--- src/rtl/arbiter21_rr_if.sv ---
// ---- arbiter21_rr_if: child/parent handshake bundle for the 2:1 merge arbiter (rev 1.0)
`default_nettype none

interface arbiter21_rr_if #(
  parameter int W = 9
);
  logic [W-1:0] in0_data;
  logic         in0_valid;
  logic         in0_ready;
  logic [W-1:0] in1_data;
  logic         in1_valid;
  logic         in1_ready;
  logic [W-1:0] out_data;
  logic         out_sel;
  logic         out_valid;
  logic         out_ready;

  // Environment side: producers on In0/In1, consumer on Out.
  modport master (
    output in0_data, in0_valid, input in0_ready,
    output in1_data, in1_valid, input in1_ready,
    input  out_data, out_sel, out_valid,
    output out_ready
  );

  // Arbiter side.
  modport slave (
    input  in0_data, in0_valid, output in0_ready,
    input  in1_data, in1_valid, output in1_ready,
    output out_data, out_sel, out_valid,
    input  out_ready
  );
endinterface

`default_nettype wire

--- src/rtl/arbiter21_rr.sv ---
// ---- arbiter21_rr: round-robin 2:1 merge arbiter with 2-entry output FIFO and grant counters (rev 1.0)
`default_nettype none

module arbiter21_rr #(
  parameter int W     = 9,
  parameter int CNT_W = 8
) (
  input  logic             CLK,
  input  logic             _RESET,
  arbiter21_rr_if.slave    bus,
  output logic [CNT_W-1:0] grant_cnt0,
  output logic [CNT_W-1:0] grant_cnt1
);

  logic [1:0]       count_q, count_d;
  logic [W-1:0]     data0_q, data0_d;
  logic [W-1:0]     data1_q, data1_d;
  logic             sel0_q, sel0_d;
  logic             sel1_q, sel1_d;
  logic             last_q, last_d;
  logic [CNT_W-1:0] cnt0_q, cnt0_d;
  logic [CNT_W-1:0] cnt1_q, cnt1_d;

  logic             pop;
  logic             space;
  logic             gnt0;
  logic             gnt1;
  logic             push;
  logic [W-1:0]     push_data;
  logic [1:0]       fill;

  // Arbitration; readies are forced low while reset is asserted.
  always_comb begin
    pop       = (count_q != 2'd0) && bus.out_ready;
    space     = (count_q != 2'd2) || pop;
    gnt0      = _RESET && space && bus.in0_valid && (!bus.in1_valid || last_q);
    gnt1      = _RESET && space && bus.in1_valid && (!bus.in0_valid || !last_q);
    push      = gnt0 || gnt1;
    push_data = gnt1 ? bus.in1_data : bus.in0_data;
    fill      = count_q - {1'b0, pop};
  end

  // Slot 0 is always the head; a pop shifts slot 1 down before the push lands.
  always_comb begin
    count_d = fill + {1'b0, push};
    data0_d = data0_q;
    sel0_d  = sel0_q;
    data1_d = data1_q;
    sel1_d  = sel1_q;
    last_d  = last_q;
    cnt0_d  = cnt0_q + {{(CNT_W-1){1'b0}}, gnt0};
    cnt1_d  = cnt1_q + {{(CNT_W-1){1'b0}}, gnt1};

    if (pop) begin
      data0_d = data1_q;
      sel0_d  = sel1_q;
    end

    if (push) begin
      last_d = gnt1;
      if (fill == 2'd0) begin
        data0_d = push_data;
        sel0_d  = gnt1;
      end else begin
        data1_d = push_data;
        sel1_d  = gnt1;
      end
    end
  end

  always_ff @(posedge CLK) begin
    if (!_RESET) begin
      count_q <= 2'd0;
      data0_q <= '0;
      data1_q <= '0;
      sel0_q  <= 1'b0;
      sel1_q  <= 1'b0;
      last_q  <= 1'b1;
      cnt0_q  <= '0;
      cnt1_q  <= '0;
    end else begin
      count_q <= count_d;
      data0_q <= data0_d;
      data1_q <= data1_d;
      sel0_q  <= sel0_d;
      sel1_q  <= sel1_d;
      last_q  <= last_d;
      cnt0_q  <= cnt0_d;
      cnt1_q  <= cnt1_d;
    end
  end

  assign bus.in0_ready = gnt0;
  assign bus.in1_ready = gnt1;
  assign bus.out_data  = data0_q;
  assign bus.out_sel   = sel0_q;
  assign bus.out_valid = (count_q != 2'd0);
  assign grant_cnt0    = cnt0_q;
  assign grant_cnt1    = cnt1_q;

endmodule

`default_nettype wire

--- src/flat_wrapper.sv ---
// flat-port wrapper written by rule: the top's interface ports become plain ports
module arbiter21_rr_flat 
#(
  parameter int W     = 9,
  parameter int CNT_W = 8
)
  (CLK, _RESET, grant_cnt0, grant_cnt1, bus_in0_data, bus_in0_valid, bus_in0_ready, bus_in1_data, bus_in1_valid, bus_in1_ready, bus_out_data, bus_out_sel, bus_out_valid, bus_out_ready);
  arbiter21_rr_if #(.W(W)) bus_i ();
  input  logic CLK;
  input  logic _RESET;
  output logic [CNT_W-1:0] grant_cnt0;
  output logic [CNT_W-1:0] grant_cnt1;
  input wire logic [$bits(bus_i.in0_data)-1:0] bus_in0_data;
  input wire logic [$bits(bus_i.in0_valid)-1:0] bus_in0_valid;
  output wire logic [$bits(bus_i.in0_ready)-1:0] bus_in0_ready;
  input wire logic [$bits(bus_i.in1_data)-1:0] bus_in1_data;
  input wire logic [$bits(bus_i.in1_valid)-1:0] bus_in1_valid;
  output wire logic [$bits(bus_i.in1_ready)-1:0] bus_in1_ready;
  output wire logic [$bits(bus_i.out_data)-1:0] bus_out_data;
  output wire logic [$bits(bus_i.out_sel)-1:0] bus_out_sel;
  output wire logic [$bits(bus_i.out_valid)-1:0] bus_out_valid;
  input wire logic [$bits(bus_i.out_ready)-1:0] bus_out_ready;
  assign bus_i.in0_data = bus_in0_data;
  assign bus_i.in0_valid = bus_in0_valid;
  assign bus_in0_ready = bus_i.in0_ready;
  assign bus_i.in1_data = bus_in1_data;
  assign bus_i.in1_valid = bus_in1_valid;
  assign bus_in1_ready = bus_i.in1_ready;
  assign bus_out_data = bus_i.out_data;
  assign bus_out_sel = bus_i.out_sel;
  assign bus_out_valid = bus_i.out_valid;
  assign bus_i.out_ready = bus_out_ready;
  arbiter21_rr #(.W(W), .CNT_W(CNT_W)) u_core (.CLK(CLK), ._RESET(_RESET), .bus(bus_i), .grant_cnt0(grant_cnt0), .grant_cnt1(grant_cnt1));
endmodule
--- config.mk ---
export PLATFORM = sky130hd
export DESIGN_NAME = arbiter21_rr_flat
export DESIGN_NICKNAME = d
export VERILOG_FILES = /design/src/rtl/arbiter21_rr_if.sv /design/src/rtl/arbiter21_rr.sv /design/src/flat_wrapper.sv
export SDC_FILE = /design/constraint.sdc
export NUM_CORES = 1
export LEC_CHECK = 0
export CORE_UTILIZATION = 23
export CTS_CLUSTER_DIAMETER = 60
export DETAILED_ROUTE_END_ITERATION = 10
export GPL_TIMING_DRIVEN = 0
export REMOVE_ABC_BUFFERS = 1
export SKIP_CTS_REPAIR_TIMING = 1
export SYNTH_ARGS = -nofsm -noshare
export SYNTH_HDL_FRONTEND = slang
export SYNTH_SLANG_ARGS = --single-unit
export TNS_END_PERCENT = 30
--- constraint.sdc ---
create_clock -name CLK -period 5.9 [get_ports CLK]
set_clock_uncertainty 0.15 [all_clocks]
set_input_delay 1.18 -clock CLK [delete_from_list [all_inputs] [get_ports CLK]]
set_output_delay 1.18 -clock CLK [all_outputs]
set_load 0.005 [all_outputs]
==> metrics.cfg, run 1 <==
[grt]
grt_pass1_wl_mm=7.73
use_met1=0.156
grt_remaining_overflow=0
grtUsageMet2=0.182
grt_usage=0.118
grt_max_degree=24
antenna_found_initial=0
grt_use_met3=0.0370
top_usage_layer=met2
grt_pass1_vias=1572

[die]
start_util=0.236
row_count=32
core_sq_um=7690
io_pins=52
die_h_um=90.9
dieArea_sq_um=8260
dieWidth_um=90.9

[critical_path]
cp.arrival_ns=3.72
ff2ff_path_depth=7
end_kind=output port
required_ns=4.57
r2r_end=u_core.bus.out_data[2]
r2r-start=u_core.count_q[1]
crit_fanout=20
r2r_slack_ns=2.13
crit_type=primary input to output port
critPathLaunchType=primary input

[detailed_routing]
drt-total-wl_mm=4.44
avgViaCountPerCell=4.57
num_vias=1577
wl_per_cell_um=12.9
drc=0
drtIter0Drc=50
firstDrtPassIters=4
antenna_left=0

[finish]
antenna_cells=0
drive_gt1_frac=0.0535
layout_commonest_cell=clkdlybuf4s50_1
area_delta_synth_final_pct=38.6
nets=270
mostFrequentLayoutCells=clkdlybuf4s50_1, dfxtp_1, nand2_1
fillers=821
multiInputGateArea_sq_um=940
seq_area_sq_um=781

[job]
max-cap-violations=0

[cts]
cts-root-buf=clkbuf_8
cts_buffer_depth=2
numCtsBuffers=5
cts.htree.levels=2
clk_pin_slew_ns=0.08
clock_latency_ns=0.29
cts_tree=done
cts.sinks=39

[timing]
finalSetupViolations=0
rsz0062_at_grt=false
holdWs_ns=0.332
finalHoldViolations=0
slew_headroom=0.289
report.final.slew_viol_count=0
tightest_slew_ns=1.06
fin_tns_setup_ns=0
clock.fmax_mhz=198
period_share=0.856
min_period_ns=5.05

[synthesis]
synth.avg_cell_area_sq_um=9.27
synthCells=196
ys_ff_latch=39
syn-cell-area_sq_um=1820
yosysSeqAreaShare=0.430
synth_warnings=0
ys_types=35

[power]
leakage_nw=0.974
p_per_area_nw_per_um2=377
vdd_drop_max_mv=0.154

[worst_hold_path]
hold_end=u_core.sel1_q
hp-start=u_core.sel1_q
hold_class=register to register
whs_path_depth=2

[placement]
numPortBuffers=51
routabilityCongestion=0.727
hpwl_mm=2.96

[run_status]
outcome=finished clean

-- metal layers --
layer	wire, um	share of wire	vias up
met4	37	0.0083	0
met5	0	0	-
li1	-	-	785
met1	2190	0.49	733
met2	1900	0.43	54
met3	313	0.070	5
-- cell type report --
cell class | count | share of cell area
Multi-Input combinational cell | 138 | 0.373
Sequential cell | 39 | 0.310
Clock inverter | 2 | 0.0239
Inverter | 7 | 0.0104
Tap cell | 102 | 0.0507
Clock buffer | 6 | 0.0288
Timing Repair Buffer | 51 | 0.203
-- cell usage after synthesis --
library cell	count	area (sq um)
and2_1	4	25.0
inv_1	7	26.3
a41oi_1	9	78.8
clkbuf_1	7	26.3
xnor2_2	1	16.3
mux2i_1	9	90.1
nor2_1	17	63.8
a31o_1	9	78.8
o311ai_4	1	26.3
or3b_1	1	8.76
a21oi_1	11	55.1
a211oi_1	1	7.51
buf_2	2	10.0
xnor2_1	4	35.0
o211ai_1	1	7.51
o41ai_2	1	16.3
nor3b_4	1	18.8
a311oi_1	1	8.76
and3_1	3	18.8
or4b_1	2	20.0
o21ai_0	9	45.0
a211oi_2	1	12.5
nand2_1	23	86.3
xor2_1	8	70.1
or2_2	1	6.26
buf_6	1	11.3
o21a_1	1	7.51
buf_8	1	15.0
dfxtp_1	39	781
nand3_1	8	40.0
nand2b_1	2	12.5
ha_1	5	62.6
or3_1	1	6.26
o21ai_1	3	15.0
buf_4	1	7.51
-- cells by family after synthesis --
family                   Yosys count  share of synthesized area
AO/OA/AOI/OAI                     48                      0.198
flip-flops                        39                      0.430
XOR/XNOR                          13                     0.0668
buffers and inverters             19                     0.0530
multiplexers                       9                     0.0496
adder cells (fa/ha/maj)            5                     0.0344
AND/OR/NAND/NOR                   63                      0.169
-- per-stage QoR --
stage | cell area (sq um) | total power [mW] | instances | worst slack (ns) | util
6_report | 2520 | 0.948 | 345 | 0.847 | 0.327
5_1_grt | 2520 | 1.02 | 345 | 0.703 | 0.327
4_1_cts | 2520 | 0.957 | 345 | 0.846 | 0.327
3_5_place_dp | 2380 | 0.689 | 337 | 0.814 | 0.310
3_3_place_gp | 2380 | 0.682 | 337 | 0.853 | 0.310
2_1_floorplan | 1750 | 0.544 | 184 | 2.23 | -
-- power breakdown --
| group | switching (mW) | internal, mW | total, mW | leakage [nW] |
|---|---|---|---|---|
| registers | 0.0333 | 0.320 | 0.353 | 0.318 |
| clock network | 0.0957 | 0.169 | 0.265 | 0.0654 |
| logic | 0.176 | 0.154 | 0.330 | 0.590 |
| total | 0.305 | 0.643 | 0.948 | 0.974 |
-- worst max-delay path, cell delays in order --
cell and delay [ns]:
clkdlybuf4s50_1 0.96, nand2_1 0.12, or3b_1 0.79, inv_1 0.14
clkdlybuf4s50_1 0.51
-- flip-flops by register name (all words and copies together) (netlist names) --
signal	flops
u_core.data1_q	9
u_core.grant_cnt0	8
u_core.grant_cnt1	8
u_core.bus.out_data	9
u_core.bus.out_sel	1
u_core.sel1_q	1
u_core.count_q	2
u_core.last_q	1
-- how the worst max path moves through the flow --
stage / start / to / slack (ns)
detailed placement: bus_out_ready / u_core.bus.out_data[4] / 0.81
global placement: bus_out_ready / u_core.bus.out_data[0] / 0.85
CTS: _RESET / bus_in1_ready / 0.85
global route: _RESET / bus_in1_ready / 0.70
finish: _RESET / bus_in1_ready / 0.85
floorplan: bus_out_ready / u_core.bus.out_data[7] / 2.23
Power figures use the tool's default switching activity.
==> run 2, diff against run 1 <==
CAP_MARGIN = 20   (was unset)
==> run 2 against run 1 <==
Global-route usage down 0.39 points; maximum frequency up 0.38%; count of clock-buffer cells in the layout rose by 1; sequential power about the same; non-clock buffer count rose by 1; register-to-register slack improved by 0.11 ns; utilization fell by 0.57 points; flip-flop and latch count stayed put; clock power shrank 35%; design area is 1.7% lower; cell count rose by 0.29%; critical path depth unchanged; largest power group unchanged; highest routed layer unchanged.
==> metrics.cfg, run 2 (same netlist as run 1, synthesis figures left out) <==
[finish]
layout_commonest_cell=clkdlybuf4s50_1
fin_area_sq_um=2470  ; -1.7%
nets=271  ; +0.37%
mostFrequentLayoutCells=clkdlybuf4s50_1, dfxtp_1, nand2_1
area_delta_synth_final_pct=36.2
fillers=836  ; +1.8%
multiInputGateArea_sq_um=940  ; unchanged
drive_gt1_frac=0.0533  ; -0.000219
antenna_cells=0  ; unchanged
seq_area_sq_um=781  ; unchanged

[critical_path]
cp_slowest_cell=clkdlybuf4s50_1
r2r_slack_ns=2.24  ; +0.11 ns
critPathLaunchType=primary input
crit_fanout=20  ; unchanged
cp.arrival_ns=3.70  ; -0.02 ns
cp.buffers_inverters=3  ; unchanged
cp_cell_sequence=clkdlybuf4s50_1 > nand2_1 > or3b_1 > inv_1 > clkdlybuf4s50_1
path_delay_family=buffers and inverters
crit_path_max_incr_delay_ns=0.96  ; about the same
crit_type=primary input to output port
end_kind=output port
required_ns=4.57  ; about the same
cp_common_cell=clkdlybuf4s50_1

[grt]
grt_pass1_vias=1515  ; -3.6%
grt_usage=0.114  ; -0.00393
grt_max_degree=24  ; unchanged
antenna_found_initial=0  ; unchanged
grt_pass1_wl_mm=7.49  ; -3.1%
grt_remaining_overflow=0  ; unchanged

[detailed_routing]
drtIter0Drc=45  ; -10%
firstDrtPassIters=4  ; unchanged
top_layer=met4
met3WireLength_um=289  ; -7.7%
num_vias=1568  ; -0.57%
wl_per_cell_um=12.5  ; -2.7%
avgViaCountPerCell=4.53  ; -0.86%
drc=0  ; unchanged
wl_met2_mm=1.89  ; -0.26%
wl_met1_mm=2.12  ; -3.3%
drt-total-wl_mm=4.33  ; -2.4%
antenna_left=0  ; unchanged

[cts]
cts-root-buf=clkbuf_8
numCtsBuffers=5  ; unchanged
cts.htree.levels=2  ; unchanged
clock_latency_ns=0.29  ; about the same
clk_pin_slew_ns=0.07  ; about the same
cts_buffer_depth=2  ; unchanged
cts.sinks=39  ; unchanged
cts_tree=done

[die]
start_util=0.236  ; unchanged
die_h_um=90.9  ; unchanged
dieWidth_um=90.9  ; unchanged
core_sq_um=7690  ; unchanged
row_count=32  ; unchanged
io_pins=52  ; unchanged
dieArea_sq_um=8260  ; unchanged

[timing]
tightest_slew_ns=1.03  ; -0.0357 ns
slew_headroom=0.313  ; +0.0238
min_period_ns=5.03  ; -0.0191 ns
finalSetupViolations=0  ; unchanged
rsz0062_at_grt=false
fin_tns_setup_ns=0  ; unchanged
report.final.slew_viol_count=0  ; unchanged
finalHoldViolations=0  ; unchanged
clock.fmax_mhz=199  ; +0.38%
period_share=0.853  ; -0.00323

[worst_hold_path]
hold_class=register to register

[job]
max-cap-violations=0  ; unchanged

[run_status]
outcome=finished clean

[power]
p_per_area_nw_per_um2=346  ; -8.1%
leakage_nw=0.955  ; -1.9%
vdd_drop_max_mv=0.130  ; -16%

[placement]
routabilityCongestion=0.727  ; unchanged
numPortBuffers=51  ; unchanged
hpwl_mm=2.99  ; +0.86%
placed_cell_area_sq_um=2390  ; +0.31%

==> run 2: worst register-to-register path: stages (launching register included) <==
cell and delay (ns):
dfxtp_1 0.35, o21ai_0 0.62, buf_4 0.28, inv_1 0.19
ha_1 0.28, xnor2_2 0.60, or4b_1 0.71, a31o_1 0.26
a41oi_1 0.14
==> run 2: per-stage QoR <==
stage	cells	hold WS (ns)	utilization	setup slack (ns)	power [mW]
CTS	346	0.335	0.322	0.853	0.868
detailed placement	338	0.323	0.311	0.853	0.692
finish	346	0.333	0.322	0.866	0.856
global placement	337	0.312	0.310	0.853	0.682
global route	346	0.384	0.322	0.702	0.926
floorplan	184	0.301	-	2.23	0.544
==> run 2: final cells by class <==
type	instances	share of cell area
repair buffers	52	0.209
flip-flops and latches	39	0.316
well taps	102	0.0516
inverters	7	0.0106
clock buffers	7	0.0309
clock inverters	1	0.00202
multi-input cells	138	0.380
==> run 2: report_power, final <==
group          total (mW)  switching (mW)  internal, mW  leakage, nW
Clock               0.172          0.0895        0.0830       0.0422
Combinational       0.331           0.175         0.157        0.594
Sequential          0.352          0.0325         0.320        0.318
Total               0.856           0.297         0.559        0.955
==> run 2: metal layers <==
| metal | track usage | vias to the layer above |
|---|---|---|
| met4 | 0.0238 | 0 |
| met1 | 0.155 | 718 |
| met2 | 0.179 | 56 |
| met3 | 0.0337 | 8 |
| li1 | - | 786 |
| met5 | 0 | - |
==> run 2: final timing paths <==
path / start / end / cells past startpoint
setup / recovery: _RESET / bus_in1_ready / 5
hold reg to reg: u_core.sel1_q / u_core.sel1_q / 2
setup reg to reg: u_core.count_q[1] / u_core.bus.out_data[6] / 8
hold / removal: u_core.sel1_q / u_core.sel1_q / 2
